**config.mk**
```make
export PLATFORM = sky130hd
export DESIGN_NAME = ps2_kbd_rx
export DESIGN_NICKNAME = d
export VERILOG_FILES = /design/src/rtl/ps2_kbd_rx.sv
export SDC_FILE = /design/constraint.sdc
export NUM_CORES = 1
export LEC_CHECK = 0
export ABC_AREA = 0
export ABC_CLOCK_PERIOD_IN_PS = 3600
export CORE_ASPECT_RATIO = 1.25
export CORE_MARGIN = 5
export CORE_UTILIZATION = 55
export DETAILED_ROUTE_END_ITERATION = 12
export PLACE_DENSITY = 0.79
export SLEW_MARGIN = 15
export SYNTH_ARGS = -nofsm -noshare
export SYNTH_HDL_FRONTEND = slang
export SYNTH_SLANG_ARGS = --single-unit
```
**constraint.sdc**
```tcl
create_clock -name clk -period 3.6 [get_ports clk]
set_input_delay 1.08 -clock clk [delete_from_list [all_inputs] [get_ports clk]]
set_output_delay 1.08 -clock clk [all_outputs]
set_load 0.05 [all_outputs]
```
**src/rtl/ps2_kbd_rx.sv**
```systemverilog
// PS/2 keyboard receiver: sync, 11-bit frame FSM with watchdog, E0/F0 prefix decode, FWFT event FIFO.
// Latency: stop edge seen in cycle N -> error pulse / FIFO push in N+1, ev_valid from N+2.
// Backpressure: ev_ready stalls the FIFO head; when full without a pop, new events are dropped and overflow latches.
module ps2_kbd_rx #(
  parameter int TIMEOUT_CYCLES = 50000,
  parameter int FIFO_DEPTH     = 8,
  parameter int SYNC_STAGES    = 2
) (
  input  logic                          clk,
  input  logic                          rst,
  input  logic                          ps2_clk,
  input  logic                          ps2_data,
  output logic                          ev_valid,
  input  logic                          ev_ready,
  output logic [7:0]                    ev_code,
  output logic                          ev_ext,
  output logic                          ev_break,
  output logic [$clog2(FIFO_DEPTH):0]   fifo_count,
  output logic                          parity_err,
  output logic                          frame_err,
  output logic                          overflow,
  input  logic                          ovf_clr
);

  localparam int AW  = $clog2(FIFO_DEPTH);
  localparam int WDW = $clog2(TIMEOUT_CYCLES + 1);

  typedef enum logic [1:0] {S_IDLE, S_DATA, S_PARITY, S_STOP} state_t;

  logic [SYNC_STAGES-1:0] clk_sync_q, dat_sync_q;
  logic                   clk_prev_q;
  logic                   fall, bit_in;

  state_t      state_q, state_d;
  logic [2:0]  bit_idx_q;
  logic [7:0]  shift_q;
  logic        par_q;
  logic [WDW-1:0] wd_q;
  logic        timeout;
  logic        par_err_q, par_err_d;
  logic        frm_err_q, frm_err_d;
  logic        byte_vld_q, byte_vld_d;

  logic        ext_pend_q, brk_pend_q;
  logic        is_prefix, push_req, do_push, do_pop, drop, full;
  logic [9:0]  push_dat, head, last_q;
  logic [9:0]  mem_q [FIFO_DEPTH];
  logic [AW-1:0] wr_ptr_q, rd_ptr_q;
  logic [AW:0]   count_q;
  logic        ovf_q;

  // Synchronise both PS/2 lines; idle-high reset avoids a false edge after reset.
  always_ff @(posedge clk or posedge rst) begin
    if (rst) begin
      clk_sync_q <= '1;
      dat_sync_q <= '1;
      clk_prev_q <= 1'b1;
    end else begin
      clk_sync_q <= {clk_sync_q[SYNC_STAGES-2:0], ps2_clk};
      dat_sync_q <= {dat_sync_q[SYNC_STAGES-2:0], ps2_data};
      clk_prev_q <= clk_sync_q[SYNC_STAGES-1];
    end
  end

  assign fall    = clk_prev_q & ~clk_sync_q[SYNC_STAGES-1];
  assign bit_in  = dat_sync_q[SYNC_STAGES-1];
  assign timeout = (state_q != S_IDLE) && !fall && (wd_q == WDW'(TIMEOUT_CYCLES - 1));

  // Frame FSM next state and one-cycle result strobes (registered below).
  always_comb begin
    state_d    = state_q;
    par_err_d  = 1'b0;
    frm_err_d  = 1'b0;
    byte_vld_d = 1'b0;
    if (timeout) begin
      state_d   = S_IDLE;
      frm_err_d = 1'b1;
    end else if (fall) begin
      case (state_q)
        S_IDLE:   if (!bit_in) state_d = S_DATA; else frm_err_d = 1'b1;
        S_DATA:   if (bit_idx_q == 3'd7) state_d = S_PARITY;
        S_PARITY: state_d = S_STOP;
        S_STOP: begin
          state_d = S_IDLE;
          // A bad stop bit outranks a parity failure.
          if (!bit_in)                 frm_err_d  = 1'b1;
          else if (!(^{shift_q, par_q})) par_err_d = 1'b1;
          else                         byte_vld_d = 1'b1;
        end
        default:  state_d = S_IDLE;
      endcase
    end
  end

  // FSM state and strobe registers.
  always_ff @(posedge clk or posedge rst) begin
    if (rst) begin
      state_q    <= S_IDLE;
      par_err_q  <= 1'b0;
      frm_err_q  <= 1'b0;
      byte_vld_q <= 1'b0;
    end else begin
      state_q    <= state_d;
      par_err_q  <= par_err_d;
      frm_err_q  <= frm_err_d;
      byte_vld_q <= byte_vld_d;
    end
  end

  // Frame datapath: bit counter, LSB-first shift register, parity bit.
  always_ff @(posedge clk or posedge rst) begin
    if (rst) begin
      bit_idx_q <= '0;
      shift_q   <= '0;
      par_q     <= 1'b0;
    end else if (fall && !timeout) begin
      case (state_q)
        S_IDLE:   bit_idx_q <= '0;
        S_DATA: begin
          shift_q   <= {bit_in, shift_q[7:1]};
          bit_idx_q <= bit_idx_q + 3'd1;
        end
        S_PARITY: par_q <= bit_in;
        default:  ;
      endcase
    end
  end

  // Watchdog: cycles since the last falling edge while a frame is open.
  always_ff @(posedge clk or posedge rst) begin
    if (rst)                                    wd_q <= '0;
    else if (state_q == S_IDLE || fall || timeout) wd_q <= '0;
    else                                        wd_q <= wd_q + 1'b1;
  end

  assign is_prefix = (shift_q == 8'hE0) || (shift_q == 8'hF0);
  assign push_req  = byte_vld_q && !is_prefix;
  assign push_dat  = {ext_pend_q, brk_pend_q, shift_q};

  // Prefix flags: set by E0/F0, consumed by the next event, dropped on any error.
  always_ff @(posedge clk or posedge rst) begin
    if (rst) begin
      ext_pend_q <= 1'b0;
      brk_pend_q <= 1'b0;
    end else if (par_err_q || frm_err_q) begin
      ext_pend_q <= 1'b0;
      brk_pend_q <= 1'b0;
    end else if (byte_vld_q) begin
      if (shift_q == 8'hE0)      ext_pend_q <= 1'b1;
      else if (shift_q == 8'hF0) brk_pend_q <= 1'b1;
      else begin
        ext_pend_q <= 1'b0;
        brk_pend_q <= 1'b0;
      end
    end
  end

  assign full    = (count_q == (AW+1)'(FIFO_DEPTH));
  assign do_pop  = ev_valid && ev_ready;
  assign do_push = push_req && (!full || do_pop);
  assign drop    = push_req && full && !do_pop;
  assign head    = mem_q[rd_ptr_q];

  // Event storage; contents are only meaningful between the pointers.
  always_ff @(posedge clk) begin
    if (do_push) mem_q[wr_ptr_q] <= push_dat;
  end

  // FIFO pointers, occupancy, last-popped holding register and sticky overflow.
  always_ff @(posedge clk or posedge rst) begin
    if (rst) begin
      wr_ptr_q <= '0;
      rd_ptr_q <= '0;
      count_q  <= '0;
      last_q   <= '0;
      ovf_q    <= 1'b0;
    end else begin
      if (do_push) wr_ptr_q <= wr_ptr_q + 1'b1;
      if (do_pop) begin
        rd_ptr_q <= rd_ptr_q + 1'b1;
        last_q   <= head;
      end
      if (do_push && !do_pop)      count_q <= count_q + 1'b1;
      else if (do_pop && !do_push) count_q <= count_q - 1'b1;
      if (drop)         ovf_q <= 1'b1;
      else if (ovf_clr) ovf_q <= 1'b0;
    end
  end

  assign ev_valid   = (count_q != '0);
  assign {ev_ext, ev_break, ev_code} = ev_valid ? head : last_q;
  assign fifo_count = count_q;
  assign parity_err = par_err_q;
  assign frame_err  = frm_err_q;
  assign overflow   = ovf_q;

endmodule

```
; ---- After elaboration in Yosys (flattened, before gate mapping)
; Memory sizes are Yosys's and may differ from the RTL's.
; Cells that the tools add are included.
[word_totals]
reg_bits = 61
ram_bits = 80
input_bits = 6
output_inout_bits = 18
mem_count = 1
[mem_list]
columns = name, words, word_bits, read_ports, rd_clocked_by_memory_dff, wr, line
row1 = mem_q, 8, 10, 1, 0, 1, 47  ; logic [9:0] mem_q [FIFO_DEPTH];
[op_classes]
addsub = 6
eq_ne = 12
n_mux = 37
bitwise_logic = 2
n_reduce_logical = 36
[op_table]
columns = op, count
row1 = $mux 1, 26
row2 = $add 16x1->16 const B, 1
row3 = $eq 16x16->1 const B, 1
row4 = $eq 8x8->1 const B, 2
row5 = $mux 16, 1
row6 = $reduce_bool 2->1, 6
row7 = $logic_and 1x1->1, 10
row8 = $mux 10, 1
row9 = $reduce_and 2->1, 5
row10 = $add 3x1->3 const B, 3
row11 = $reduce_xor 9->1, 1
row12 = $mux 2, 4
row13 = $mux 4, 2
row14 = $pmux 2 s4, 1
row15 = $logic_not 1->1, 6
row16 = $ne 3x3->1 const B, 2
row17 = $pmux 3 s2, 1
row18 = $logic_or 1x1->1, 5
row19 = $add 4x1->4 const B, 1
row20 = $eq 2x2->1 const B, 2
row21 = $eq 4x4->1 const B, 1
row22 = $reduce_bool 4->1, 1
row23 = $sub 4x1->4 const B, 1
row24 = $eq 3x3->1 const B, 1
row25 = 8 further kinds, 8

; ---- Longest topological paths before layout
[depth]
ltp_word = 9
ltp_mapped = 11
ltp_nobuf = 11

; ---- Worst setup path after synthesis
; No wires, ideal clock.
[synth_timing]
kind = reg-to-output
start = register count_q[0] (netlist: fifo_count[0])
end = output port ev_break
arrival_ns = 2.409
required_ns = 2.520
path_slack_ns = 0.111
stages_incl_launch_ff = 5
cell_sequence = dfrtp_1 or4_1 buf_4 buf_2 a21oi_1
[synth_via]
elab_chain_len = 2
[synth_rtl]
columns = element, line
row1 = "start, declared", 49  ; logic [AW:0] count_q;
row2 = "start signal, assigned", 183  ; if (do_push && !do_pop) count_q <= count_q + 1'b1;
row3 = "start signal, assigned", 184  ; else if (do_pop && !do_push) count_q <= count_q - 1'b1;
row4 = $reduce_bool 4->1, 190  ; assign ev_valid = (count_q != '0);
row5 = named net ev_valid, 13  ; output logic ev_valid,
row6 = $mux 10, 191  ; assign {ev_ext, ev_break, ev_code} = ev_valid ? head : last_q;
row7 = "end, declared", 17  ; output logic ev_break,
; The timed path passes the listed nets, and every way through them passes these cells.

; ---- Worst setup path after layout
[layout_timing]
start = register rd_ptr_q[1]
end = output port ev_code[4]
[layout_via]
elab_chain_len = 2
[layout_rtl]
columns = element, line
row1 = "start, declared", 48  ; logic [AW-1:0] wr_ptr_q, rd_ptr_q;
row2 = "start signal, assigned", 180  ; rd_ptr_q <= rd_ptr_q + 1'b1;
row3 = $mem_v2 8x10, -
row4 = $mux 10, 191
row5 = "end, declared", 15  ; output logic [7:0] ev_code,
; Every way passes these cells.

==> results_dict.tcl <==
set metrics [dict create \
    h-tree-depth 4 \
    start_util_pct 56.2 \
    place_congestion 0.764 \
    io_pins 24 \
    top_layer "met4" \
    dieArea_um2 13000 \
    coreArea_um2 10600 \
    placed_cells 550 \
    via_per_inst 5.54 \
    cts_setup_buffers 0 \
    cp_top_family "multiplexers" \
    clkTransAtPathRegs_ps 60 \
    area_delta_synth_final_pct 17.6 \
    yosysSeqAreaShare_pct 65.9 \
    avgSynthCellArea_um2 15.2 \
    synth_area_um2 5970 \
    ys.flop_type "edfxtp_1" \
    cts_tree "yes" \
    synth_edf_count 80 \
    critPathCaptureType "primary output" \
    path_class "flop to primary output" \
    fin_area_um2 7020 \
    crit_cells 5 \
    dpl_cell_area_um2 6370 \
    grt_usage_pct 17.5 \
    pwr_density_cell_nw_per_um2 888 \
    crit_end "ev_code[4]" \
    crit_top_cell "buf_4" \
    dr.pass1.iters 4 \
    rows 42 \
    cts.hold.buffers_added 0 \
    slowest_delay_ps 560 \
    wl_per_cell_um 17.3 \
    cts_made_buffers 17 \
    clock_path_buffers 2 \
    fmax_mhz 301 \
    rr_worst_depth 11 \
    finalCriticalPeriod_ps 3320 \
    die_x_um 103 \
    synthDistinctLibCells 49 \
    wirelength_um 10100 \
    grt_max_degree 31 \
    drive_above_1_share_pct 23.1 \
    maxCapViolCount 0 \
    crit_start "rd_ptr_q[1]$_DFFE_PP0N_" \
    synth_warnings 0 \
    vdd_drop_max_uv 324 \
    final_nets 457 \
    clock_sinks 141 \
    path_cells "buf_4, mux4_2, mux2i_1, a21oi_1, buf_4" \
    worst_slew_pin_slew_ps 633 \
    hold_viol_final 0 \
    rsz0062_at_grt "false" \
    grt_pass1_vias 3407 \
    diodes 0 \
    grt_first_pass_wirelength_um 17100 \
    status "complete, no violations" \
    leakage_nw 2.76 \
    ys_async_sr_fraction_pct 43.3 \
    clk_latency_ps 420 \
    post-dp-hpwl_um 6640 \
    cts_resized 0 \
    slew_headroom_pct 57.8 \
    postLayoutCoreUtil_pct 66.1 \
    antenna_found_initial 0 \
    crit_buf_inv 2 \
    drcViolationCount 0 \
    wl_met2_um 5480 \
    instances_no_fill 582 \
    critPathArrivalTime_ps 2240 \
    finClkSkew_ps 10.2 \
    crit_path_start_kind "flop" \
    grt_overflow_total 0 \
    hold_class "flop to flop" \
    fin_crit_sh_pct 92.3 \
    wl_met1_um 4120 \
    reg2reg_from "shift_q[5]$_DFFE_PP0P_" \
    drt.antenna.violating_nets 0 \
    root_buffer "clkbuf_16" \
    syn_inst 392 \
    ys_ff_latch 141 \
    required_ps 2520 \
    die_h_um 126 \
    r2r_slack_ps 680 \
    slew_viol_final 0 \
    reg2reg_to "fifo_count[3]$_DFFE_PP0P_" \
    tns_ps 0 \
    setup_viol 0 \
    crit_path_top_delay_cell "mux4_2" \
    drtIter0Drc 112 \
    syn-num-nets 412 \
    port_buffers 23 \
    wl_met3_um 345 \
    num_vias 3222 \
    crit_path_max_fanout 22 \
]
==> final cells by class <==
class,instances,area (um^2)
Tap cell,132,165
Clock buffer,17,425
Multi-Input combinational cell,229,1920
Timing Repair Buffer,38,318
Sequential cell,141,3940
Inverter,10,37.5
Fill cell,727,3600
Clock inverter,15,219
==> flip-flops by register name (all words and copies together), names as in the netlist, 2 cells and up <==
register / count
state_q: 2
shift_q: 8
mem_q: 80
last_q: 10
dat_sync_q: 2
rd_ptr_q: 3
fifo_count: 4
wr_ptr_q: 3
bit_idx_q: 3
clk_sync_q: 2
wd_q: 16
==> how the worst min path moves through the flow <==
stage	start	endpoint	slack [ps]	cells after the start
2_1_floorplan	clk_sync_q[0]$_DFF_PP1_	clk_sync_q[1]$_DFF_PP1_	350	0
3_3_place_gp	dat_sync_q[0]$_DFF_PP1_	dat_sync_q[1]$_DFF_PP1_	350	0
3_5_place_dp	dat_sync_q[0]$_DFF_PP1_	dat_sync_q[1]$_DFF_PP1_	350	0
4_1_cts	dat_sync_q[0]$_DFF_PP1_	dat_sync_q[1]$_DFF_PP1_	360	0
5_1_grt	dat_sync_q[0]$_DFF_PP1_	dat_sync_q[1]$_DFF_PP1_	360	0
6_report	clk_sync_q[0]$_DFF_PP1_	clk_sync_q[1]$_DFF_PP1_	360	0
==> stage by stage <==
stage          worst slack [ps]  total power, W  hold WS, ps
6_report                    276         0.00623          356
5_1_grt                     129         0.00656          362
4_1_cts                     217         0.00632          357
3_5_place_dp                231         0.00440          348
3_3_place_gp                356         0.00433          346
2_1_floorplan               111         0.00387          345
==> power by group <==
part	internal (W)	switching, W	total, W
Combinational	0.000852	0.00117	0.00202
Clock	0.00123	0.000653	0.00188
Sequential	0.00202	0.000305	0.00233
Total	0.00410	0.00213	0.00623
==> cell usage after synthesis (3+ instances only) <==
library cell | instances | area [um^2]
inv_1 | 10 | 37.5
dfstp_2 | 5 | 131
buf_2 | 4 | 20.0
nor4_1 | 4 | 25.0
nand2_1 | 25 | 93.8
buf_4 | 3 | 22.5
and3_1 | 3 | 18.8
o21ai_2 | 3 | 26.3
mux2i_1 | 11 | 110
ha_1 | 13 | 163
nor3_1 | 7 | 35.0
xnor2_1 | 18 | 158
clkbuf_1 | 3 | 11.3
a21oi_1 | 14 | 70.1
nor2_1 | 34 | 128
mux2_2 | 11 | 124
xor2_1 | 8 | 70.1
dfrtp_1 | 56 | 1400
o21ai_0 | 16 | 80.1
nand3_1 | 8 | 40.0
edfxtp_1 | 80 | 2400
nand4_1 | 4 | 25.0
mux4_2 | 20 | 450
==> placed cells by master, fill, tap and decap left out, types with 2 or more instances in the layout <==
cell type / instances
nand3_1: 8
dfrtp_1: 56
nor2_1: 34
a21oi_1: 14
buf_4: 25
clkinv_4: 2
nand2_1: 25
a32o_1: 2
and4_1: 2
clkdlybuf4s50_1: 13
bufinv_16: 5
and3_1: 3
dfstp_2: 5
clkinvlp_4: 2
o21ai_0: 16
nand2b_1: 2
inv_1: 9
ha_1: 13
o22a_1: 2
nor3_1: 7
inv_6: 2
nand4_1: 4
o21ai_2: 3
nor2b_1: 2
clkinv_2: 3
xnor2_1: 18
mux4_2: 20
a21o_1: 2
edfxtp_1: 80
mux2i_1: 11
clkbuf_16: 17
nor4_1: 3
xor2_1: 8
mux2_2: 11
==> cell families (layout without fill, tap and decap cells) <==
kind of cell | count (synthesis) | after routing | share of synthesized area (%)
AO/OA/AOI/OAI | 42 | 42 | 4.28
XOR/XNOR | 27 | 27 | 4.19
flip-flops | 141 | 141 | 65.9
AND/OR/NAND/NOR | 104 | 104 | 9.01
multiplexers | 42 | 42 | 11.5
adder cells (fa/ha/maj) | 14 | 14 | 3.06
buffers and inverters | 22 | 80 | 2.05
==> layer usage <==
layer,track usage [%],vias up
met3,5.27,11
met5,0,-
li1,-,1556
met1,20.6,1611
met2,29.4,44
met4,7.77,0
(Power assumes the default switching activity.)
